==> config.mk <==
export PLATFORM = sky130hd
export DESIGN_NAME = inst_fetch_resp
export DESIGN_NICKNAME = d
export VERILOG_FILES = /design/src/rtl/inst_fetch_resp.sv
export SDC_FILE = /design/constraint.sdc
export NUM_CORES = 1
export LEC_CHECK = 0
export BUFFER_PORTS_ARGS = -buffer_cell sky130_fd_sc_hd__buf_2
export CORE_MARGIN = 5
export CORE_UTILIZATION = 47
export DETAILED_ROUTE_END_ITERATION = 10
export PLACE_DENSITY = 0.88
export SETUP_SLACK_MARGIN = 0.2
export SLEW_MARGIN = 20
export SYNTH_ARGS = -nofsm -noshare
export SYNTH_HDL_FRONTEND = slang
export SYNTH_SLANG_ARGS = --single-unit
export TNS_END_PERCENT = 1
==> constraint.sdc <==
create_clock -name clk -period 2.48 [get_ports clk]
set_clock_uncertainty 0.1 [all_clocks]
set_input_delay 0.248 -clock clk [delete_from_list [all_inputs] [get_ports clk]]
set_output_delay 0.248 -clock clk [all_outputs]
set_load 0.05 [all_outputs]
==> src/rtl/inst_fetch_resp.sv <==
// Instruction fetch response stage: issues one bus read per pc, captures the
// instruction for IF/ID and handles stall, flush, timeout and reset.
// Optional misaligned-pc fault check is enabled by defining IFETCH_ALIGN_CHECK_EN.
module inst_fetch_resp #(
  parameter int unsigned TIMEOUT_CYCLES = 255,
  parameter logic [31:0] NOP_WORD       = 32'h0000_0000
) (
  input  logic        clk,
  input  logic        rst,
  input  logic        ce,
  input  logic [31:0] pc,
  input  logic        stall,
  input  logic        flush,
  output logic        pc_read_ready,
  output logic        bus_req,
  output logic [31:0] bus_addr,
  input  logic        bus_ack,
  input  logic [31:0] bus_rdata,
  output logic [31:0] inst_o,
  output logic [31:0] inst_pc_o,
  output logic        inst_valid_o,
  output logic        fetch_fault_o
);

  typedef enum logic [2:0] {
    S_IDLE,
    S_REQ,
    S_DROP,
    S_VALID,
    S_SETTLE
  } state_e;

  localparam logic [7:0] TIMEOUT_LIM = 8'(TIMEOUT_CYCLES);

  state_e      state_q, state_d;
  logic        bus_req_q, bus_req_d;
  logic [31:0] bus_addr_q, bus_addr_d;
  logic [7:0]  wait_cnt_q, wait_cnt_d;
  logic [31:0] inst_q, inst_d;
  logic [31:0] inst_pc_q, inst_pc_d;
  logic        inst_valid_q, inst_valid_d;
  logic        pc_read_ready_q, pc_read_ready_d;
  logic        fetch_fault_q, fetch_fault_d;
  logic [7:0]  wait_inc;
  logic        misaligned;

`ifdef IFETCH_ALIGN_CHECK_EN
  assign misaligned = (pc[1:0] != 2'b00);
`else
  assign misaligned = 1'b0;
`endif

  // Saturating increment of the bus wait counter.
  assign wait_inc = (wait_cnt_q == 8'hff) ? 8'hff : wait_cnt_q + 8'd1;

  always_comb begin
    // NOTE: every signal gets a default here so no path through the case
    // leaves one unassigned, which would infer a latch.
    state_d         = state_q;
    bus_req_d       = bus_req_q;
    bus_addr_d      = bus_addr_q;
    wait_cnt_d      = wait_cnt_q;
    inst_d          = inst_q;
    inst_pc_d       = inst_pc_q;
    inst_valid_d    = inst_valid_q;
    pc_read_ready_d = 1'b0;
    fetch_fault_d   = 1'b0;

    unique case (state_q)
      S_IDLE: begin
        if (ce && !flush) begin
          if (misaligned) begin
            fetch_fault_d = 1'b1;
            state_d       = S_SETTLE;
          end else begin
            bus_req_d  = 1'b1;
            bus_addr_d = pc;
            wait_cnt_d = 8'd0;
            state_d    = S_REQ;
          end
        end
      end

      S_REQ, S_DROP: begin
        if (bus_ack) begin
          bus_req_d = 1'b0;
          // Data is kept only if no flush was seen before or with the ack.
          if (state_q == S_REQ && !flush) begin
            inst_d       = bus_rdata;
            inst_pc_d    = bus_addr_q;
            inst_valid_d = 1'b1;
            state_d      = S_VALID;
          end else begin
            state_d = S_SETTLE;
          end
        end else begin
          wait_cnt_d = wait_inc;
          if (wait_inc >= TIMEOUT_LIM) begin
            bus_req_d     = 1'b0;
            fetch_fault_d = 1'b1;
            state_d       = S_SETTLE;
          end else if (flush) begin
            state_d = S_DROP;
          end
        end
      end

      S_VALID: begin
        if (flush) begin
          inst_valid_d = 1'b0;
          inst_d       = NOP_WORD;
          state_d      = S_SETTLE;
        end else if (!stall) begin
          inst_valid_d    = 1'b0;
          inst_d          = NOP_WORD;
          pc_read_ready_d = 1'b1;
          state_d         = S_SETTLE;
        end
      end

      S_SETTLE: state_d = S_IDLE;

      default: state_d = S_IDLE;
    endcase
  end

  // NOTE: sequential state uses non-blocking assignments so every flop
  // samples the pre-edge values regardless of statement order.
  always_ff @(posedge clk) begin
    if (rst) begin
      state_q         <= S_IDLE;
      bus_req_q       <= 1'b0;
      bus_addr_q      <= 32'd0;
      wait_cnt_q      <= 8'd0;
      inst_q          <= NOP_WORD;
      inst_pc_q       <= 32'd0;
      inst_valid_q    <= 1'b0;
      pc_read_ready_q <= 1'b0;
      fetch_fault_q   <= 1'b0;
    end else begin
      state_q         <= state_d;
      bus_req_q       <= bus_req_d;
      bus_addr_q      <= bus_addr_d;
      wait_cnt_q      <= wait_cnt_d;
      inst_q          <= inst_d;
      inst_pc_q       <= inst_pc_d;
      inst_valid_q    <= inst_valid_d;
      pc_read_ready_q <= pc_read_ready_d;
      fetch_fault_q   <= fetch_fault_d;
    end
  end

  assign bus_req       = bus_req_q;
  assign bus_addr      = bus_addr_q;
  assign inst_o        = inst_q;
  assign inst_pc_o     = inst_pc_q;
  assign inst_valid_o  = inst_valid_q;
  assign pc_read_ready = pc_read_ready_q;
  assign fetch_fault_o = fetch_fault_q;

endmodule

**Word level (Yosys, flattened, before mapping)**

Index checks and enable logic that the tools add are counted.

- Logic and storage cells: 67
- Register bits after elaboration: 111
- Output and inout bits: 100
- Input port bits: 70

- Reduce and logical (&&, ||, !) cells: 15
- Bitwise logic cells: 2
- $add $sub $neg: 1
- Multiplexer cells: 28
- Order comparisons: 1
- Equality and inequality tests: 11

Operator list:

| cell | count |
|---|---|
| 32-bit 2-to-1 mux | 4 |
| 32-bit one-hot mux with 2 select lines | 1 |
| 8-bit 2-to-1 mux | 3 |
| 3-bit 2-to-1 mux | 7 |
| 8-bit one-hot mux with 2 select lines | 1 |
| 3-bit AND reduction | 4 |
| 1-bit 2-to-1 mux | 9 |
| 3-bit one-hot mux with 3 select lines | 1 |
| 8-bit by 1-bit adder with 8-bit output, second input constant | 1 |
| 8-bit equality test, second input constant | 1 |
| 8-bit >= comparator, second input constant | 1 |
| 2-bit != test, second input constant | 4 |
| 3-bit by 2-bit equality test with 1-bit output, second input constant | 2 |
| 3-bit != test, second input constant | 2 |
| 3-bit OR reduction | 2 |
| 4-bit != test, second input constant | 1 |
| 1-bit one-hot mux with 2 select lines | 2 |
| 4-bit AND reduction | 1 |
| 2-bit nonzero test | 2 |
| 3-bit by 1-bit equality test with 1-bit output, second input constant | 1 |
| 3-bit logical NOT | 1 |
| 1-bit logical AND | 2 |
| 1-bit inverter | 2 |
| 2-bit AND reduction | 1 |
| other kinds (2) | 2 |

**Depth between registers and ports, before layout**

- Word-level depth: 6
- Mapped depth: 7
- Gate-level depth less buffers: 6

**Worst setup path after synthesis**

No wires, ideal clock.

- Kind: register to register
- Start: register wait_cnt_q[0]
- End: register fetch_fault_q, in the netlist fetch_fault_o
- Path slack: 0.737 ns
- Data required time: 2.319 ns
- Setup time: 0.061 ns
- Arrival: 1.582 ns
- Path buffers: 0
- Stages on the path, launching flop included: 7
- Period minus slack after synthesis: 1.743 ns
- Cells stage by stage: dfxtp_1 ha_1 nand2b_1 a211oi_1 a21oi_1 nor4_2 and3_1

- Cells in the longest elaborated chain, start to end: 4
- Elaborated cells between the ends (all ways): 5
- Those cells by class: add/sub (1); order compare (1); eq/ne (1); mux (2)

Ends and longest elaborated chain:

| item | RTL line | source |
|---|---|---|
| from (decl) | 38 | `logic [7:0] wait_cnt_q, wait_cnt_d;` |
| from (signal assigned) | 144 | `wait_cnt_q <= wait_cnt_d;` |
| 8-bit by 1-bit adder with 8-bit output / 8-bit equality test (equally long branches) | 54 | `assign wait_inc = (wait_cnt_q == 8'hff) ? 8'hff : wait_cnt_q + 8'd1;` |
| 8-bit 2-to-1 mux (*) | 54 |  |
| 8-bit >= comparator (*) | 98 | `if (wait_inc >= TIMEOUT_LIM) begin` |
| 1-bit 2-to-1 mux (*) | 98 |  |
| to (signal assigned) | 149 | `fetch_fault_q <= fetch_fault_d;` |
| to (decl) | 43 | `logic fetch_fault_q, fetch_fault_d;` |

Every way passes the cells marked *; elsewhere a longest branch is shown, timed or not.
A chain may end at the register's enable or synchronous reset.

**Worst setup path after layout**

- Start: register state_q[1]
- End: register wait_cnt_q[5]

- Cells in the longest elaborated chain, start to end: 4
- Elaborated cells between the ends (all ways): 9
- Those cells by class: eq/ne (4); mux (1); reduce/logical (4)

Ends and longest elaborated chain:

| item | RTL line | source |
|---|---|---|
| from (decl) | 35 | `state_e state_q, state_d;` |
| from (signal assigned) | 141 | `state_q <= state_d;` |
| 3-bit by 1-bit equality test with 1-bit output / 3-bit by 2-bit equality test with 1-bit output (equally long branches) | 69 | `unique case (state_q)` |
| 2-bit OR reduction | 69 |  |
| 2-bit != test (no source line) / 2-bit nonzero test (equally long branches) | - |  |
| 3-bit AND reduction (no source line) | - |  |

Parallel ways exist; a longest one is shown, timed or not.

==> summary.md <==
| Metric | Value |
|---|---|
| Status | `finished, final reports clean` |
| # Post-CTS Setup Buffers | `0` |
| Worst setup margin | `0.405 ns` |
| Worst Setup End Kind | `flop` |
| Final nets | `~780` |
| Crit path max-delay cell type | `dfxtp_1` |
| Vias | `between 4,000 and 5,000` |
| Core outline area | `~9300 µm²` |
| First-pass GRT wire length | `around 19,000 µm` |
| Post-synthesis compound-gate area fraction | `between 10% and 20%` |
| Post-synth top cells | `nand2_1, dfxtp_1, a21oi_1` |
| Final Cycle Share | `between 80% and 90%` |
| Syn Std Cell Area | `4510 µm²` |
| I/O Buffers | `169` |
| Cell Chain, Critical Path | `or3b_1 -> a21oi_1 -> o21ai_1 -> o21ai_0 -> a21oi_1` |
| CP Data Arrival Time | `roughly 2.3 ns` |
| Setup crit start kind | `flop` |
| DR vias/cell | `about 5.1` |
| Hold Fails Final Rpt | `0` |
| Synth Area per Inst | `slightly above 8 µm²` |
| Peak VDD IR | `~0.00032 V` |
| IO Count | `170` |
| Setup violators final | `0` |
| Simple-gate area share of the yosys netlist | `between 20% and 30%` |
| Clock sinks | `about 110` |
| Sequential-to-total area share from yosys stat | `49.3%` |
| Finished Cell Area | `approximately 5800 µm²` |
| FP Rows | `35` |
| DP Wirelength | `approximately 8400 µm` |
| Clk buf depth | `2` |
| Syn_nets | `a little over 600` |
| Worst-path clk slew | `between 0.1 and 0.15 ns` |
| Maxcap violations | `0` |
| Setup TNS | `0 ns` |
| RSZ-0062 raised after global routing | `false` |
| Min Tclk post-route | `between 2 and 2.5 ns` |
| Share of cells above drive strength 1 | `about 28%` |
| EDFF count, synth | `0` |
| Drt pass-1 iters | `4` |
| CTS Buf Count | `9` |
| Post-synth top area share | `roughly 49%` |
| Cell Area, Placed | `between 5000 and 6000 µm²` |
| Fin util | `between 60 and 70%` |
| Post-Synth XOR/XNOR Area | `less than 1%` |
| Largest family of logic cells by synthesized area | `simple AND/OR/NAND/NOR gates` |
| Post-synth top area cell | `dfxtp_1` |
| Crit path kind | `reg2reg` |
| Synth Flop Type | `dfxtp_1` |
| Final WL | `approximately 12,000 µm` |
| Crit path top cell by count | `a21oi_1` |
| HP Class | `in2reg` |
| Initial drt markers | `260` |
| Leak | `between 2 and 3 nW` |
| Die ar. | `between 10,000 and 15,000 µm²` |
| Largest net degree at the start of global routing | `~60` |
| Routed Antenna Nets | `0` |
| Synth unique cells | `44` |
| Global Route Usage Sum | `20.1%` |
| Synthesized instance count | `545` |
| Number of antenna violations at the first check in global routing | `0` |
| Placed insts | `between 800 and 900` |
| Adder-cell share of the synthesized area | `0.278%` |
| Synth area leaders | `dfxtp_1, nand2_1, a21oi_1` |
| Mux contribution to synthesized area | `7.33%` |
| Die Y | `around 110 µm` |
| Gr ovfl total | `0` |
| Slew headroom | `between 50% and 60%` |
| Fmax | `0.482 GHz` |
| Post-Layout Cell Count | `approximately 850` |
| Pwr Total | `approximately 3.4 mW` |
| DRC | `0` |
| Worst-Margin Slew | `~0.63 ns` |
| Layout area overhead | `28.1%` |
| Crit-path max cell delay | `around 0.7 ns` |
| Clock Latency Late Sink | `0.36 ns` |
| Worst hold slack | `approximately 0.011 ns` |
| Vias in the first global route | `slightly above 4,000` |
| Max-slew violation count | `0` |
| Yosys warning count | `0` |
| Pwr Density | `between 500 and 600 nW/µm²` |
| Clock tree root buffer cell | `clkbuf_8` |
| Final antenna diode count | `0` |
| Die X | `108 µm` |
| Ys async rst share | `0%` |
| Initial core utilization | `between 40% and 50%` |
| Worst slack, placed | `0.418 ns` |
| Routability cong. | `~0.85` |
| Post-DR wirelength/cell | `approximately 14 µm` |
| H-Tree Depth | `3` |
| Most common cell in the netlist | `nand2_1` |
| CP Max Fanout | `15` |
| CTS tree | `built` |
| Critical Path RT | `about 2.7 ns` |
| Synth Register Bits | `111` |
[layer usage]
| layer | GRT usage, % | wire (µm) | vias to the layer above |
|---|---|---|---|
| li1 | - | - | 2134 |
| met3 | 6.96 | 1230 | 18 |
| met4 | 6.85 | 170 | 0 |
| met1 | 24.7 | 4930 | 1968 |
| met2 | 33.0 | 5810 | 203 |
| met5 | 0 | 0 | - |
[final timing paths]
kind,from,end,slack [ns],cells after the start
min,pc[17],bus_addr[17]$_SDFFE_PP0P_,0.01,3
max,state_q[1]$_SDFFE_PP0P_,wait_cnt_q[5]$_SDFFE_PP0P_,0.41,5
max reg2reg,state_q[1]$_SDFFE_PP0P_,wait_cnt_q[5]$_SDFFE_PP0P_,0.41,5
min reg2reg,inst_pc_o[0]$_SDFFE_PP0P_,inst_pc_o[0]$_SDFFE_PP0P_,0.36,2
[power by group]
| group | switching, mW | internal, mW | total (mW) |
|---|---|---|---|
| registers | 0.0399 | 1.83 | 1.87 |
| clock network | 0.626 | 0.381 | 1.01 |
| logic | 0.330 | 0.164 | 0.494 |
[cell families (layout without fill, tap and decap cells)]
logic type,after synthesis,in the layout
and+or+nand+nor,247,247
DFF,111,111
xor gates and xnor gates,1,1
buffers and inverters,42,214
muxes,33,33
adders and majority gates,1,1
AOI/OAI and AO/OA,110,110
[critical path: cells and delay by family (launching register included)]
family / cells / cell delay [ns]
AOI/OAI and AO/OA: 4 / 0.99
DFF: 1 / 0.70
and+or+nand+nor: 1 / 0.23
[timing repair]
item / 4_1_cts / 5_1_grt
endpoints found under the hold margin: 7 / 8
endpoints found under the setup margin: 0 / 2
resized for setup: 0 / 1
hold buffers: 7 / 8
[flip-flops by register name, indices dropped and copies added (netlist names)]
register	cells
bus_addr	32
inst_o	32
inst_pc_o	32
wait_cnt_q	8
state_q	3
bus_req	1
fetch_fault_o	1
inst_valid_o	1
pc_read_ready	1
[layout make-up]
| class | instances | area [µm²] |
|---|---|---|
| tap | 129 | 161 |
| sequential | 111 | 2220 |
| clock buffer | 10 | 128 |
| fill | 774 | 3510 |
| timing repair buffer | 192 | 1100 |
| inverter | 6 | 22.5 |
| multi-input combinational | 392 | 2090 |
| clock inverter | 6 | 52.6 |
[placed cells by master (no fill, tap or decap), types with 2 or more instances in the layout]
master / Yosys / final
nor3_1: 3 / 3
and2_1: 34 / 34
inv_1: 5 / 5
dlygate4sd3_1: 0 / 15
nand3_2: 2 / 2
clkinv_4: 0 / 2
dfxtp_1: 111 / 111
o21ai_1: 3 / 3
and3_1: 5 / 5
mux2i_1: 33 / 33
clkbuf_8: 0 / 9
a21oi_1: 81 / 81
nand3_1: 2 / 2
nor2_1: 41 / 41
nand2b_1: 5 / 5
buf_12: 0 / 3
a211oi_1: 3 / 3
nand2_1: 140 / 140
buf_4: 1 / 6
clkinvlp_4: 0 / 2
nor4_1: 2 / 2
a21o_1: 3 / 3
nor4_4: 1 / 2
buf_2: 10 / 168
a31oi_1: 3 / 3
o22ai_1: 2 / 2
o21ai_0: 10 / 10
(Power assumes the default switching activity.)
